$ cat config.mk
export PLATFORM = sky130hd
export DESIGN_NAME = div_unit
export DESIGN_NICKNAME = d
export VERILOG_FILES = /design/src/rtl/div_unit_pkg.sv /design/src/rtl/div_step.sv /design/src/rtl/div_unit.sv
export SDC_FILE = /design/constraint.sdc
export NUM_CORES = 1
export LEC_CHECK = 0
export CORE_MARGIN = 3
export CORE_UTILIZATION = 35
export CTS_CLUSTER_SIZE = 25
export DETAILED_ROUTE_END_ITERATION = 7
export MAX_ROUTING_LAYER = met4
export REMOVE_ABC_BUFFERS = 1
export SLEW_MARGIN = 20
export SYNTH_ARGS = -nofsm -noshare
export SYNTH_HDL_FRONTEND = slang
export SYNTH_SLANG_ARGS = --single-unit
$ cat constraint.sdc
create_clock -name clk -period 3.5 [get_ports clk]
set_input_delay 0.7 -clock clk [delete_from_list [all_inputs] [get_ports clk]]
set_output_delay 0.7 -clock clk [all_outputs]
set_load 0.02 [all_outputs]
$ cat src/rtl/div_unit_pkg.sv
// Shared widths, FSM state encodings and handshake levels for the iterative divider.
package div_unit_pkg;

   localparam int RegBus       = 32;
   localparam int DoubleRegBus = 64;

   localparam logic [RegBus-1:0] ZeroWord = '0;

   localparam logic DivStart          = 1'b1;
   localparam logic DivStop           = 1'b0;
   localparam logic DivResultReady    = 1'b1;
   localparam logic DivResultNotReady = 1'b0;

   typedef enum logic [1:0] {
      DivFree   = 2'b00,
      DivByZero = 2'b01,
      DivOn     = 2'b10,
      DivEnd    = 2'b11
   } div_state_t;

endpackage

$ cat src/rtl/div_step.sv
// One restoring-division iteration: trial subtract of the divisor magnitude from the
// partial remainder, then shift in the next quotient bit.
module div_step
   import div_unit_pkg::*;
(
   input  logic [DoubleRegBus-1:0] i_dividend,
   input  logic [RegBus-1:0]       i_divisor,
   output logic [DoubleRegBus:0]   o_dividend
);

   logic [RegBus:0] w_diff;

   assign w_diff = {1'b0, i_dividend[DoubleRegBus-1:RegBus]} - {1'b0, i_divisor};

   // Keep bit 63 on the shift: on the last step the remainder can need all 32 bits.
   assign o_dividend = w_diff[RegBus] ? {i_dividend, 1'b0}
                                      : {w_diff[RegBus-1:0], i_dividend[RegBus-1:0], 1'b1};

endmodule

$ cat src/rtl/div_unit.sv
// Iterative 32-bit radix-2 restoring divider for DIV/DIVU, returning {remainder, quotient}.
// Optional macro DIV_EARLY_EXIT_EN finishes in two cycles when |dividend| < |divisor|.
module div_unit
   import div_unit_pkg::*;
(
   input  logic                    clk,
   input  logic                    rst,
   input  logic                    signed_div_i,
   input  logic [RegBus-1:0]       opdata1_i,
   input  logic [RegBus-1:0]       opdata2_i,
   input  logic                    start_i,
   input  logic                    annul_i,
   output logic [DoubleRegBus-1:0] result_o,
   output logic                    ready_o
);

   div_state_t              r_state;
   logic [5:0]              r_cnt;
   logic [DoubleRegBus:0]   r_dividend;
   logic [RegBus-1:0]       r_divisor_mag;
   logic                    r_neg_quot;
   logic                    r_neg_rem;

   logic [RegBus-1:0]       w_op1_mag;
   logic [RegBus-1:0]       w_op2_mag;
   logic [DoubleRegBus:0]   w_step;
   logic [RegBus-1:0]       w_quot;
   logic [RegBus-1:0]       w_rem;

   assign w_op1_mag = (signed_div_i && opdata1_i[RegBus-1]) ? (~opdata1_i + 32'd1) : opdata1_i;
   assign w_op2_mag = (signed_div_i && opdata2_i[RegBus-1]) ? (~opdata2_i + 32'd1) : opdata2_i;

   div_step u_step (
      .i_dividend (r_dividend[DoubleRegBus-1:0]),
      .i_divisor  (r_divisor_mag),
      .o_dividend (w_step)
   );

   assign w_quot = r_neg_quot ? (~r_dividend[RegBus-1:0] + 32'd1) : r_dividend[RegBus-1:0];
   assign w_rem  = r_neg_rem  ? (~r_dividend[DoubleRegBus:RegBus+1] + 32'd1)
                              : r_dividend[DoubleRegBus:RegBus+1];

   // NOTE: state and outputs update together on the edge, so every assignment here is non-blocking.
   always_ff @(posedge clk) begin
      if (rst) begin
         r_state       <= DivFree;
         r_cnt         <= '0;
         r_dividend    <= '0;
         r_divisor_mag <= ZeroWord;
         r_neg_quot    <= 1'b0;
         r_neg_rem     <= 1'b0;
         result_o      <= {ZeroWord, ZeroWord};
         ready_o       <= DivResultNotReady;
      end else begin
         case (r_state)
            DivFree: begin
               result_o <= {ZeroWord, ZeroWord};
               ready_o  <= DivResultNotReady;
               if (start_i == DivStart && !annul_i) begin
                  r_divisor_mag <= w_op2_mag;
                  r_neg_quot    <= signed_div_i & (opdata1_i[RegBus-1] ^ opdata2_i[RegBus-1]);
                  r_neg_rem     <= signed_div_i & opdata1_i[RegBus-1];
                  r_cnt         <= '0;
                  if (opdata2_i == ZeroWord) begin
                     r_state <= DivByZero;
`ifdef DIV_EARLY_EXIT_EN
                  end else if (w_op1_mag < w_op2_mag) begin
                     // Preload the finished form; the DivOn exit applies sign correction next edge.
                     r_dividend <= {w_op1_mag, 33'd0};
                     r_cnt      <= 6'd32;
                     r_state    <= DivOn;
`endif
                  end else begin
                     r_dividend <= {32'd0, w_op1_mag, 1'b0};
                     r_state    <= DivOn;
                  end
               end
            end
            DivByZero: begin
               r_dividend <= '0;
               result_o   <= {ZeroWord, ZeroWord};
               ready_o    <= DivResultReady;
               r_state    <= DivEnd;
            end
            DivOn: begin
               if (start_i == DivStop || annul_i) begin
                  r_cnt    <= '0;
                  result_o <= {ZeroWord, ZeroWord};
                  ready_o  <= DivResultNotReady;
                  r_state  <= DivFree;
               end else if (r_cnt == 6'd32) begin
                  r_cnt    <= '0;
                  result_o <= {w_rem, w_quot};
                  ready_o  <= DivResultReady;
                  r_state  <= DivEnd;
               end else begin
                  r_dividend <= w_step;
                  r_cnt      <= r_cnt + 6'd1;
               end
            end
            DivEnd: begin
               if (start_i == DivStop) begin
                  result_o <= {ZeroWord, ZeroWord};
                  ready_o  <= DivResultNotReady;
                  r_state  <= DivFree;
               end
            end
            default: r_state <= DivFree;
         endcase
      end
   end

endmodule

==> results_dict.tcl <==
set metrics [dict create \
    status "finished, final reports clean" \
    dp_slack_ps -10.7 \
    clk_pin_slew_ps 70 \
    core_area_um2 30000 \
    switching_share_pct 40.2 \
    synth_flop_cell "dfxtp_1" \
    p_int_mw 4.38 \
    first_global_vias 9829 \
    synth-seq-cells 172 \
    maxSlewViolCount 0 \
    syn2layout_area_growth_pct 25.8 \
    relSlewSlack_pct 52.7 \
    placed_cell_area_um2 12900 \
    initial_core_util_pct 35.9 \
    hold_path.class "reg2reg" \
    vdd_ir_drop_max_v 0.000380 \
    netlist_instances 1346 \
    nFillCells 3007 \
    crit_fanout 5 \
    grt_pass1_wl_um 52800 \
    fin_skew_ps 19.0 \
    combPwrFrac_pct 38.8 \
    clock-sinks 172 \
    pwr-share-seq_pct 34.5 \
    crit-reg2reg-launch "r_dividend[34]$_SDFFE_PP0P_" \
    yosysSeqAreaShare_pct 32.0 \
    fmax_mhz 301 \
    num_rows 63 \
    finalWorstSetupSlack_ps 178 \
    hold_violations 0 \
    min_path_cells 2 \
    worstMarginPinSlew_ps 705 \
    wl_per_cell_um 17.2 \
    drt_first_pass_iters 5 \
    min_from "r_divisor_mag[22]$_SDFFE_PP0P_" \
    syn_avg_cell_area_um2 7.98 \
    antenna_found_initial 0 \
    cp-start-kind "flop" \
    rsz0062_at_grt "false" \
    globalRouteOverflowTotal 0 \
    drtIter0Drc 642 \
    layout_common_cells "dfxtp_1, nor2_1, clkdlybuf4s50_1" \
    dp_hpwl_um 24600 \
    p_switching_mw 2.95 \
    r2r.worst_path.cells 9 \
    gp_routability_congestion 0.921 \
    die_h_um 181 \
    clk_latency_ps 450 \
    io_buffers 133 \
    stdcell_area_um2 13500 \
    hold_buffers 0 \
    pin_count 134 \
    power_density_nw_per_um2 542 \
    p_clk_share_pct 26.6 \
    drtAntennaViolNets 0 \
    worstPathRequired_ps 3840 \
    fin_crit_sh_pct 94.9 \
    syn_area_um2 10700 \
    arrival_ps 3660 \
    viasPerCell 5.40 \
    drc 0 \
    cts_buffer_depth 2 \
    regArea_um2 3440 \
    crit_type "reg2reg" \
    antennaDiodeCount 0 \
    endpoint_kind "flop" \
    cts_tree "yes" \
    fin_crit_ps 3320 \
    drive_gt1_share_pct 8.52 \
    die_w_um 181 \
    r2r_slack_ps 180 \
    async_flop_share_pct 0 \
    track_usage_pct 20.2 \
    vias 10226 \
    grt_max_degree 62 \
    finalWirelength_um 32700 \
    cts_root_buf "clkbuf_16" \
    final.setup.tns_ps 0 \
    multi_input_area_um2 6810 \
    setup_viol 0 \
    synth_cell_types 65 \
    holdPathEnd "r_divisor_mag[22]$_SDFFE_PP0P_" \
    fin_nets 1605 \
    reg2reg_to "result_o[61]$_SDFFE_PP0P_" \
    synth-edff-count 0 \
    cap_violations 0 \
    yosysWarnings 0 \
    p_leak_nw 5.10 \
    dieArea_um2 32800 \
    numCtsBuffers 17 \
    h-tree-depth 4 \
    final_common_cell "dfxtp_1" \
]
[final cells by class]
| cell class | instances | share of cell area [%] |
|---|---|---|
| Clock buffer | 17 | 3.15 |
| Clock inverter | 15 | 1.30 |
| Inverter | 55 | 1.53 |
| Multi-Input combinational cell | 1038 | 50.3 |
| Sequential cell | 172 | 25.5 |
| Tap cell | 390 | 3.61 |
| Timing Repair Buffer | 206 | 14.6 |
[Yosys cell counts (all sizes together) (28+ instances only)]
library cell	count	area [µm²]
dfxtp	172	3440
nor2	150	563
nand2	107	402
o21ai	99	495
xnor2	97	850
a21oi	79	395
clkbuf	70	264
inv	55	206
xor2	50	438
ha	45	563
a22oi	42	315
a211oi	38	285
nor3	38	190
mux2i	28	280
[cells by family after synthesis]
logic type	Yosys count	share of synthesized area, %
adder cells (fa/ha/maj)	46	5.43
buffers and inverters	136	4.82
AO/OA/AOI/OAI	404	25.4
flip-flops	172	32.0
AND/OR/NAND/NOR	413	17.7
XOR/XNOR	147	12.0
multiplexers	28	2.61
[registers in the layout, summed over array words and instances (netlist names)]
signal	count
r_dividend	65
result_o	64
r_divisor_mag	32
r_cnt	6
r_state	2
r_neg_quot	1
r_neg_rem	1
ready_o	1
[metal layers]
metal | routed length [µm] | vias to the layer above | GRT usage (%) | part of all wire, %
li1 | - | 5153 | - | -
met1 | 15500 | 4769 | 27.2 | 48
met2 | 14900 | 252 | 31.7 | 46
met3 | 1330 | 52 | 2.15 | 4.1
met4 | 924 | 0 | 7.01 | 2.8
met5 | 0 | - | - | 0
[how the worst max path moves through the flow]
stage	startpoint	to	slack (ps)
detailed placement	opdata2_i[1]	r_dividend[55]$_SDFFE_PP0P_	-10
global route	r_dividend[34]$_SDFFE_PP0P_	result_o[61]$_SDFFE_PP0P_	30
global placement	opdata2_i[1]	r_dividend[53]$_SDFFE_PP0P_	20
CTS	r_dividend[32]$_SDFFE_PP0P_	r_dividend[46]$_SDFFE_PP0P_	140
finish	r_dividend[34]$_SDFFE_PP0P_	result_o[61]$_SDFFE_PP0P_	180
floorplan	opdata2_i[0]	r_dividend[53]$_SDFFE_PP0P_	-690
[critical path, cell delays in order (launching register included)]
cell and delay [ps]:
dfxtp_1 370, or4_1 570, or4_4 460, or2_1 300, or3_1 420, or4_4 440, buf_4 170, o41ai_4 210
xnor2_1 100, a22o_1 180
[power by group through the flow]
stage / Combinational, mW / Clock, mW / Sequential [mW]
6_report: 2.84 / 1.95 / 2.53
4_1_cts: 2.84 / 1.99 / 2.52
3_3_place_gp: 2.82 / 0 / 2.56
5_1_grt: 3.18 / 2.06 / 2.57
2_1_floorplan: 1.86 / 0 / 2.51
3_5_place_dp: 2.82 / 0 / 2.57
[timing repair]
item,CTS,global route
buffers inserted,0,0
gates resized for setup,0,1
setup endpoints to repair,0,31
[metrics by stage]
step                      cells  hold WS [ps]  utilization (%)  power [mW]
after detailed placement   1861           452             43.1        5.39
after global placement     1861           443             43.1        5.38
after floorplan            1265           426                -        4.37
final                      1893           457             45.1        7.32
after CTS                  1893           460             45.1        7.35
after global routing       1893           486             45.1        7.81
No activity file was read; power rests on OpenSTA's default activity.
